--- src/rtl/id_ex_stage_pkg.sv ---
// ---------------------------------------------------------------------------
// id_ex_stage_pkg
// Shared definitions for the ID/EX pipeline register of the 5-stage MIPS32
// core: default widths, ALU operation codes, the hard-wired zero register
// address and the update-select encoding used by the register bank.
// ---------------------------------------------------------------------------
package id_ex_stage_pkg;

  localparam int DATA_W_DEF  = 32;
  localparam int ADDR_W_DEF  = 5;
  localparam int ALUOP_W_DEF = 4;

  // Register $0 is hard-wired to zero, so it can never carry a hazard.
  localparam logic [4:0] REG_ZERO = 5'd0;

  localparam logic [3:0] ALU_AND = 4'h0;
  localparam logic [3:0] ALU_OR  = 4'h1;
  localparam logic [3:0] ALU_ADD = 4'h2;
  localparam logic [3:0] ALU_SUB = 4'h6;
  localparam logic [3:0] ALU_SLT = 4'h7;
  localparam logic [3:0] ALU_NOR = 4'hC;

  // What the ID/EX register does on the next rising edge.
  typedef enum logic [1:0] {
    SEL_LOAD   = 2'd0,  // capture the ID instruction
    SEL_FLUSH  = 2'd1,  // squash: load a bubble
    SEL_HOLD   = 2'd2,  // freeze everything
    SEL_BUBBLE = 2'd3   // load-use: load a bubble, ID is re-presented
  } sel_e;

  // Fixed priority: flush > hold > load_use > normal load.
  function automatic sel_e pick_sel(input logic flush, input logic hold,
                                    input logic load_use);
    if (flush)         return SEL_FLUSH;
    else if (hold)     return SEL_HOLD;
    else if (load_use) return SEL_BUBBLE;
    else               return SEL_LOAD;
  endfunction

endpackage

--- src/rtl/id_ex_stage_hazard_detect.sv ---
// ---------------------------------------------------------------------------
// id_ex_stage_hazard_detect
// Purely combinational load-use detector. A load sitting in EX whose
// destination (rt) is read by the instruction in ID cannot be covered by
// forwarding, because the data only exists after MEM.
// Ports:
//   ex_valid_i, ex_mem_read_i, ex_rt_i : registered EX-stage state
//   id_valid_i, id_rs_i, id_rt_i       : instruction currently in ID
//   load_use_o                         : hazard present this cycle
// ---------------------------------------------------------------------------
module id_ex_stage_hazard_detect
  import id_ex_stage_pkg::*;
#(
  parameter int ADDR_W = ADDR_W_DEF
) (
  input  logic              ex_valid_i,
  input  logic              ex_mem_read_i,
  input  logic [ADDR_W-1:0] ex_rt_i,
  input  logic              id_valid_i,
  input  logic [ADDR_W-1:0] id_rs_i,
  input  logic [ADDR_W-1:0] id_rt_i,
  output logic              load_use_o
);

  logic rt_nonzero;
  logic rt_matches;

  assign rt_nonzero = (ex_rt_i != ADDR_W'(REG_ZERO));
  assign rt_matches = (ex_rt_i == id_rs_i) | (ex_rt_i == id_rt_i);
  assign load_use_o = ex_valid_i & ex_mem_read_i & id_valid_i & rt_nonzero & rt_matches;

endmodule

--- src/rtl/id_ex_stage.sv ---
// ---------------------------------------------------------------------------
// id_ex_stage
// ID/EX pipeline register with built-in load-use hazard detection.
// Captures operands, register addresses and decoded control from ID and
// presents them to EX one cycle later. On a load-use hazard a single bubble
// is inserted and stall is raised so PC and IF/ID hold the consumer.
//
// Optional feature macro: ID_EX_PERF_EN adds bubble_cnt / flush_cnt outputs.
//
// Ports:
//   clk, rst_n          clock, asynchronous active-low reset
//   id_*                instruction fields from the decode stage
//   flush               squash the ID instruction (load bubble)
//   hold                freeze the whole register
//   stall               load-use hazard: hold PC and IF/ID this cycle
//   ex_valid, ex_*      registered copies of the id_* fields
//   bubble_cnt          (ID_EX_PERF_EN) edges that inserted a load-use bubble
//   flush_cnt           (ID_EX_PERF_EN) edges that took a flush
// ---------------------------------------------------------------------------
module id_ex_stage
  import id_ex_stage_pkg::*;
#(
  parameter int DATA_W  = DATA_W_DEF,
  parameter int ADDR_W  = ADDR_W_DEF,
  parameter int ALUOP_W = ALUOP_W_DEF
) (
  input  logic               clk,
  input  logic               rst_n,
  input  logic               id_valid,
  input  logic [DATA_W-1:0]  id_pc_plus4,
  input  logic [DATA_W-1:0]  id_rs_data,
  input  logic [DATA_W-1:0]  id_rt_data,
  input  logic [DATA_W-1:0]  id_imm,
  input  logic [ADDR_W-1:0]  id_rs,
  input  logic [ADDR_W-1:0]  id_rt,
  input  logic [ADDR_W-1:0]  id_rd,
  input  logic               id_reg_write,
  input  logic               id_mem_to_reg,
  input  logic               id_mem_read,
  input  logic               id_mem_write,
  input  logic               id_alu_src,
  input  logic               id_reg_dst,
  input  logic [ALUOP_W-1:0] id_alu_op,
  input  logic               flush,
  input  logic               hold,
  output logic               stall,
  output logic               ex_valid,
  output logic [DATA_W-1:0]  ex_pc_plus4,
  output logic [DATA_W-1:0]  ex_rs_data,
  output logic [DATA_W-1:0]  ex_rt_data,
  output logic [DATA_W-1:0]  ex_imm,
  output logic [ADDR_W-1:0]  ex_rs,
  output logic [ADDR_W-1:0]  ex_rt,
  output logic [ADDR_W-1:0]  ex_rd,
  output logic               ex_reg_write,
  output logic               ex_mem_to_reg,
  output logic               ex_mem_read,
  output logic               ex_mem_write,
  output logic               ex_alu_src,
  output logic               ex_reg_dst,
  output logic [ALUOP_W-1:0] ex_alu_op
`ifdef ID_EX_PERF_EN
  ,
  output logic [31:0]        bubble_cnt,
  output logic [31:0]        flush_cnt
`endif
);

  // Whole stage kept as one flat vector: a bubble is then simply all-zero,
  // which also zeroes rs/rt/rd so forwarding sees register 0 and ignores it.
  localparam int EX_W = 1 + 4 * DATA_W + 3 * ADDR_W + 6 + ALUOP_W;

  logic [EX_W-1:0] ex_q;
  logic [EX_W-1:0] ex_d;
  logic [EX_W-1:0] id_vec;
  logic            load_use;
  sel_e            sel;

  assign id_vec = {id_valid, id_pc_plus4, id_rs_data, id_rt_data, id_imm,
                   id_rs, id_rt, id_rd,
                   id_reg_write, id_mem_to_reg, id_mem_read, id_mem_write,
                   id_alu_src, id_reg_dst, id_alu_op};

  assign {ex_valid, ex_pc_plus4, ex_rs_data, ex_rt_data, ex_imm,
          ex_rs, ex_rt, ex_rd,
          ex_reg_write, ex_mem_to_reg, ex_mem_read, ex_mem_write,
          ex_alu_src, ex_reg_dst, ex_alu_op} = ex_q;

  id_ex_stage_hazard_detect #(
    .ADDR_W (ADDR_W)
  ) u_hazard (
    .ex_valid_i    (ex_valid),
    .ex_mem_read_i (ex_mem_read),
    .ex_rt_i       (ex_rt),
    .id_valid_i    (id_valid),
    .id_rs_i       (id_rs),
    .id_rt_i       (id_rt),
    .load_use_o    (load_use)
  );

  // A flushed consumer does not need its load result, so no stall.
  // Driven from registered EX state, so reset drops it without a clock edge.
  assign stall = load_use & ~flush;

  assign sel = pick_sel(flush, hold, load_use);

  always_comb begin
    ex_d = ex_q;
    unique case (sel)
      SEL_FLUSH, SEL_BUBBLE: ex_d = '0;
      SEL_HOLD:              ex_d = ex_q;
      // An empty ID slot enters as a bubble whatever its control bits say.
      SEL_LOAD:              ex_d = id_valid ? id_vec : '0;
      default:               ex_d = ex_q;
    endcase
  end

  always_ff @(posedge clk or negedge rst_n) begin
    if (!rst_n) ex_q <= '0;
    else        ex_q <= ex_d;
  end

`ifdef ID_EX_PERF_EN
  logic [31:0] bubble_cnt_q, bubble_cnt_d;
  logic [31:0] flush_cnt_q, flush_cnt_d;

  // Counters wrap naturally at 2^32; SEL_HOLD leaves both untouched.
  always_comb begin
    bubble_cnt_d = bubble_cnt_q;
    flush_cnt_d  = flush_cnt_q;
    if (sel == SEL_BUBBLE) bubble_cnt_d = bubble_cnt_q + 32'd1;
    if (sel == SEL_FLUSH)  flush_cnt_d  = flush_cnt_q + 32'd1;
  end

  always_ff @(posedge clk or negedge rst_n) begin
    if (!rst_n) begin
      bubble_cnt_q <= '0;
      flush_cnt_q  <= '0;
    end else begin
      bubble_cnt_q <= bubble_cnt_d;
      flush_cnt_q  <= flush_cnt_d;
    end
  end

  assign bubble_cnt = bubble_cnt_q;
  assign flush_cnt  = flush_cnt_q;
`endif

endmodule

--- config.mk ---
export PLATFORM = sky130hd
export DESIGN_NAME = id_ex_stage
export DESIGN_NICKNAME = d
export VERILOG_FILES = /design/src/rtl/id_ex_stage_pkg.sv /design/src/rtl/id_ex_stage_hazard_detect.sv /design/src/rtl/id_ex_stage.sv
export SDC_FILE = /design/constraint.sdc
export NUM_CORES = 1
export LEC_CHECK = 0
export CAP_MARGIN = 20
export CORE_UTILIZATION = 47
export CTS_CLUSTER_DIAMETER = 50
export DETAILED_ROUTE_END_ITERATION = 10
export MAX_ROUTING_LAYER = met4
export PLACE_DENSITY = 0.87
export SLEW_MARGIN = 15
export SYNTH_ARGS = -nofsm -noshare
export SYNTH_HDL_FRONTEND = slang
export SYNTH_HIERARCHICAL = 1
export SYNTH_SLANG_ARGS = --single-unit
--- constraint.sdc ---
create_clock -name clk -period 4.3 [get_ports clk]
set_clock_uncertainty 0.05 [all_clocks]
set_input_delay 0.86 -clock clk [delete_from_list [all_inputs] [get_ports clk]]
set_output_delay 0.86 -clock clk [all_outputs]
set_load 0.005 [all_outputs]
; Word level (Yosys, flattened, before mapping)
; Index checks and enable logic that the tools add are counted.
[totals]
ff_bits = 154
latch_bits = 0
in_bits = 158
out_inout_bits = 155
memories = 0
mem_bits_ro = 0
word_cells = 21
ramBits = 0
[classes]
shift = 0
mux = 5
n_reduce_logical = 3
magnitude_cmp = 0
n_div = 0
n_mul = 0
n_addsub = 0
bitwise = 7
eq_ne = 5
[op_table]
columns = cell, count
row1 = case mux 154 bit (2 select lines), 1
row2 = 2-to-1 mux 154 bit, 1
row3 = == test 5 bit, 2
row4 = 2-to-1 mux 2 bit, 3
row5 = bitwise AND 1 bit, 5
row6 = nonzero test 5 bit, 1
row7 = == test 2 bit (second input constant), 2
row8 = == test 2 x 1 -> 1 bit (second input constant), 1
row9 = logical NOT 2 bit, 1
row10 = OR reduction 2 bit, 1
row11 = NOT 1 bit, 1
row12 = bitwise OR 1 bit, 1

; Depth between registers and ports, before layout
[depth]
ltp_word = 10
mapped_depth = 8
mapped_depth_nobuf = 6

; By module
; The synthesis kept the hierarchy.
[by_module_without_submodules]
columns = mod, cells_per_inst, seq_area_each_um2, area_per_inst_um2, n_inst
row1 = id_ex_stage, 701, 3853.7, 7323.3, 1
row2 = id_ex_stage_hazard_detect, 17, 0.0, 128.9, 1

; Worst setup path after synthesis
; Ideal clock, no wire load.
[synth_path]
path_type = input to output
start = input id_rs[2]
end = output stall
cell_stages = 7
arrival_time_ns = 1.963
required_time_ns = 3.390
setup_slack_ns = 1.427
path_cell_list = xor2_1 > nor3_1 > nand3_1 > a21oi_1 > buf_2 > clkbuf_1 > nor2b_1
[synth_via]
elab_chain_cells = 4
[synth_rtl]
columns = item, line_no
row1 = start: declaration, id_ex_stage.sv:34  ; input logic [ADDR_W-1:0] id_rs,
row2 = == test 5 bit, id_ex_stage_hazard_detect.sv:29  ; assign rt_matches = (ex_rt_i == id_rs_i) | (ex_rt_i == id_rt_i);
row3 = bitwise OR 1 bit, id_ex_stage_hazard_detect.sv:29
row4 = bitwise AND 1 bit, id_ex_stage_hazard_detect.sv:30  ; assign load_use_o = ex_valid_i & ex_mem_read_i & id_valid_i & rt_nonzero & rt_matches;
row5 = via load_use, id_ex_stage.sv:76  ; logic load_use;
row6 = bitwise AND 1 bit, id_ex_stage.sv:103  ; assign stall = load_use & ~flush;
row7 = end: declaration, id_ex_stage.sv:46  ; output logic stall,
; The timed path passes the listed nets, and every way through them passes these cells.

; Final worst setup path
; Same ends and word-level chain as after synthesis.

==> metrics.yaml <==
place:
  io_buffers: 312
  place.detailed.hpwl_um: 14100
  gp_congestion: 0.795
setup_path:
  worstSetupStartpointType: "primary input"
  crit_arrival_ns: 2.78
  worstPathMaxFanout: 2
  end_kind: "output pin"
  worstSetupPathType: "in2out"
  required_ns: 3.39
power:
  max-vdd-ir-drop_uv: 264
  power_per_cell_area_mw_per_mm2: 316
  totalPowerFinal_mw: 3.53
  p_leak_nw: 4.28
route:
  drc: 0
  wirelength_um: 22200
  via_per_inst: 5.51
  vias: 6596
  ant_nets: 0
  wl_per_cell_um: 18.6
  drtIter0Drc: 502
  drt_pass1_iterations: 5
grt:
  grtUsageTotal: 0.282
  antenna_found_initial: 0
  grt_overflow: 0
  grt_max_degree: 123
  grt_pass1_vias: 6522
  grt_pass1_wl_um: 34700
layout:
  multi_input_area_mm2: 0.00323
  reg_top3: "ex_q (154)"
  fillers: 1127
  antenna_cells: 0
  syn_to_final_growth_pct: 49.8
  regMostFlops: "ex_q"
  layout-drive-gt1-share: 0.0446
  nNetsFinal: 1132
  largest_reg_flops: 154
  seq_area_mm2: 0.00385
sta:
  setup_viol: 0
  maxSlewViolCount: 0
  finalHoldViolCount: 0
  grt_setup_unrepaired: "no"
  post-route-min-period_ns: 3.69
  setup_tns_ns: 0
  period_share: 0.858
  fmax_mhz: 271
  tightest_slew_ns: 1.00
  slew_headroom: 0.331
floorplanning:
  rows: 45
  die_y_um: 128
  die_x_um: 128
  num_io_pins: 313
  dieArea_mm2: 0.0164
  design.core.area_mm2: 0.0153
  start_util: 0.487
clock_tree:
  cts_tree: "done"
  cts-buffers-inserted: 17
  ctsLongestPathBuffers: 2
  ctsResizeCount: 0
  cts_hold_repair.buffers: 0
  h-tree-depth: 4
  clk_latency_ns: 0.41
  cts_root_buf: "clkbuf_16"
  clkSlewWorstSetupHoldPaths_ns: 0.06
  cts_setup_buffers: 0
  cts.sinks: 154
yosys:
  syn_nets: 876
  synth_area_leaders: "dfrtp_1 (52%), nand4bb_1 (23%), a21oi_1 (10%), nand2_1 (7.8%), clkbuf_1 (2.8%)"
  synth_seq_cells: 154
  synth_top_area_cell: "dfrtp_1"
  seq_area_frac_synth: 0.517
  syn_area_mm2: 0.00745
  synth_edf_count: 0
  synth_common_cells: "a21oi_1 (155), dfrtp_1 (154), nand2_1 (154), nand4bb_1 (153), clkbuf_1 (55)"
  ys.flop_type: "dfrtp_1"
  async_flop_share: 1.00
  synthCells: 718
  yosysMostFrequentCell: "a21oi_1"
  ys_warn_count: 6
  avgSynthCellArea_um2: 10.4
  ys_types: 17
  synthDominantCellAreaShare: 0.517
status:
  outcome: "finished clean"
hold_path:
  hold_class: "in2async"
job:
  cap_violations: 0
==> per-stage QoR <==
step / utilization / cell area [um2] / instances / setup WS [ns] / hold WS, ns
floorplan: - / 7450 / 718 / 1.43 / 0.479
global placement: 0.690 / 10600 / 1166 / 0.566 / 0.469
detailed placement: 0.690 / 10600 / 1166 / 0.556 / 0.473
CTS: 0.729 / 11200 / 1198 / 0.582 / 0.450
global route: 0.729 / 11200 / 1198 / 0.460 / 0.475
finish: 0.729 / 11200 / 1198 / 0.611 / 0.418
==> cell families (layout without fill, tap and decap cells) <==
logic type / count (synthesis) / in the layout / share of synthesized area
XOR/XNOR: 10 / 10 / 0.0118
AO/OA/AOI/OAI: 156 / 156 / 0.105
AND/OR/NAND/NOR: 314 / 314 / 0.314
flip-flops: 154 / 154 / 0.517
buffers and inverters: 84 / 353 / 0.0514
==> critical path, cell delays in order <==
cell and delay, ns:
clkdlybuf4s50_1 0.43, xor2_1 0.15, nor3_1 0.25, nand3_1 0.16, a21oi_4 0.18, nor2b_1 0.19
clkdlybuf4s50_1 0.57
==> where the power goes <==
part	switching (mW)	leakage [nW]	total (mW)	internal [mW]
sequential	0.0324	2.10	1.53	1.50
combinational	0.209	1.90	0.500	0.291
clock	0.593	0.275	1.49	0.901
==> final cells by class <==
cell class | instances | area share
sequential | 154 | 0.345
multi-input combinational | 480 | 0.289
timing repair buffer | 321 | 0.289
clock buffer | 22 | 0.0425
tap | 211 | 0.0237
clock inverter | 10 | 0.0104
==> layer usage <==
| layer | up-vias | GRT usage | routed length, um |
|---|---|---|---|
| met3 | 43 | 0.0747 | 1720 |
| met1 | 3207 | 0.346 | 9090 |
| met5 | - | - | 0 |
| met4 | 0 | 0.122 | 692 |
| li1 | 3087 | - | - |
| met2 | 259 | 0.441 | 10700 |
==> cell usage in the layout, fill, tap and decap left out, types with 4 or more instances in the layout <==
cell / synthesis / layout
clkdlybuf4s50_1: 0 / 308
nand2_1: 154 / 154
a21oi_1: 155 / 154
dfrtp_1: 154 / 154
nand4bb_1: 153 / 153
clkbuf_16: 0 / 17
buf_4: 3 / 8
xor2_1: 6 / 6
clkinvlp_4: 0 / 5
xnor2_1: 4 / 4
==> worst paths after layout <==
| path | cells past startpoint | from | endpoint | slack (ns) |
|---|---|---|---|---|
| setup / recovery | 7 | id_rs[2] | stall | 0.61 |
| hold / removal | 1 | rst_n | ex_q[61]$_DFFE_PN0P_ | 0.42 |
| setup reg to reg | 8 | ex_q[17]$_DFFE_PN0P_ | ex_q[138]$_DFFE_PN0P_ | 1.28 |
| hold reg to reg | 2 | ex_q[75]$_DFFE_PN0P_ | ex_q[75]$_DFFE_PN0P_ | 0.48 |
| max in group asynchronous | 2 | rst_n | ex_q[34]$_DFFE_PN0P_ | 2.87 |
| min in group clk | 2 | ex_q[75]$_DFFE_PN0P_ | ex_q[75]$_DFFE_PN0P_ | 0.48 |
(Power assumes the default switching activity.)
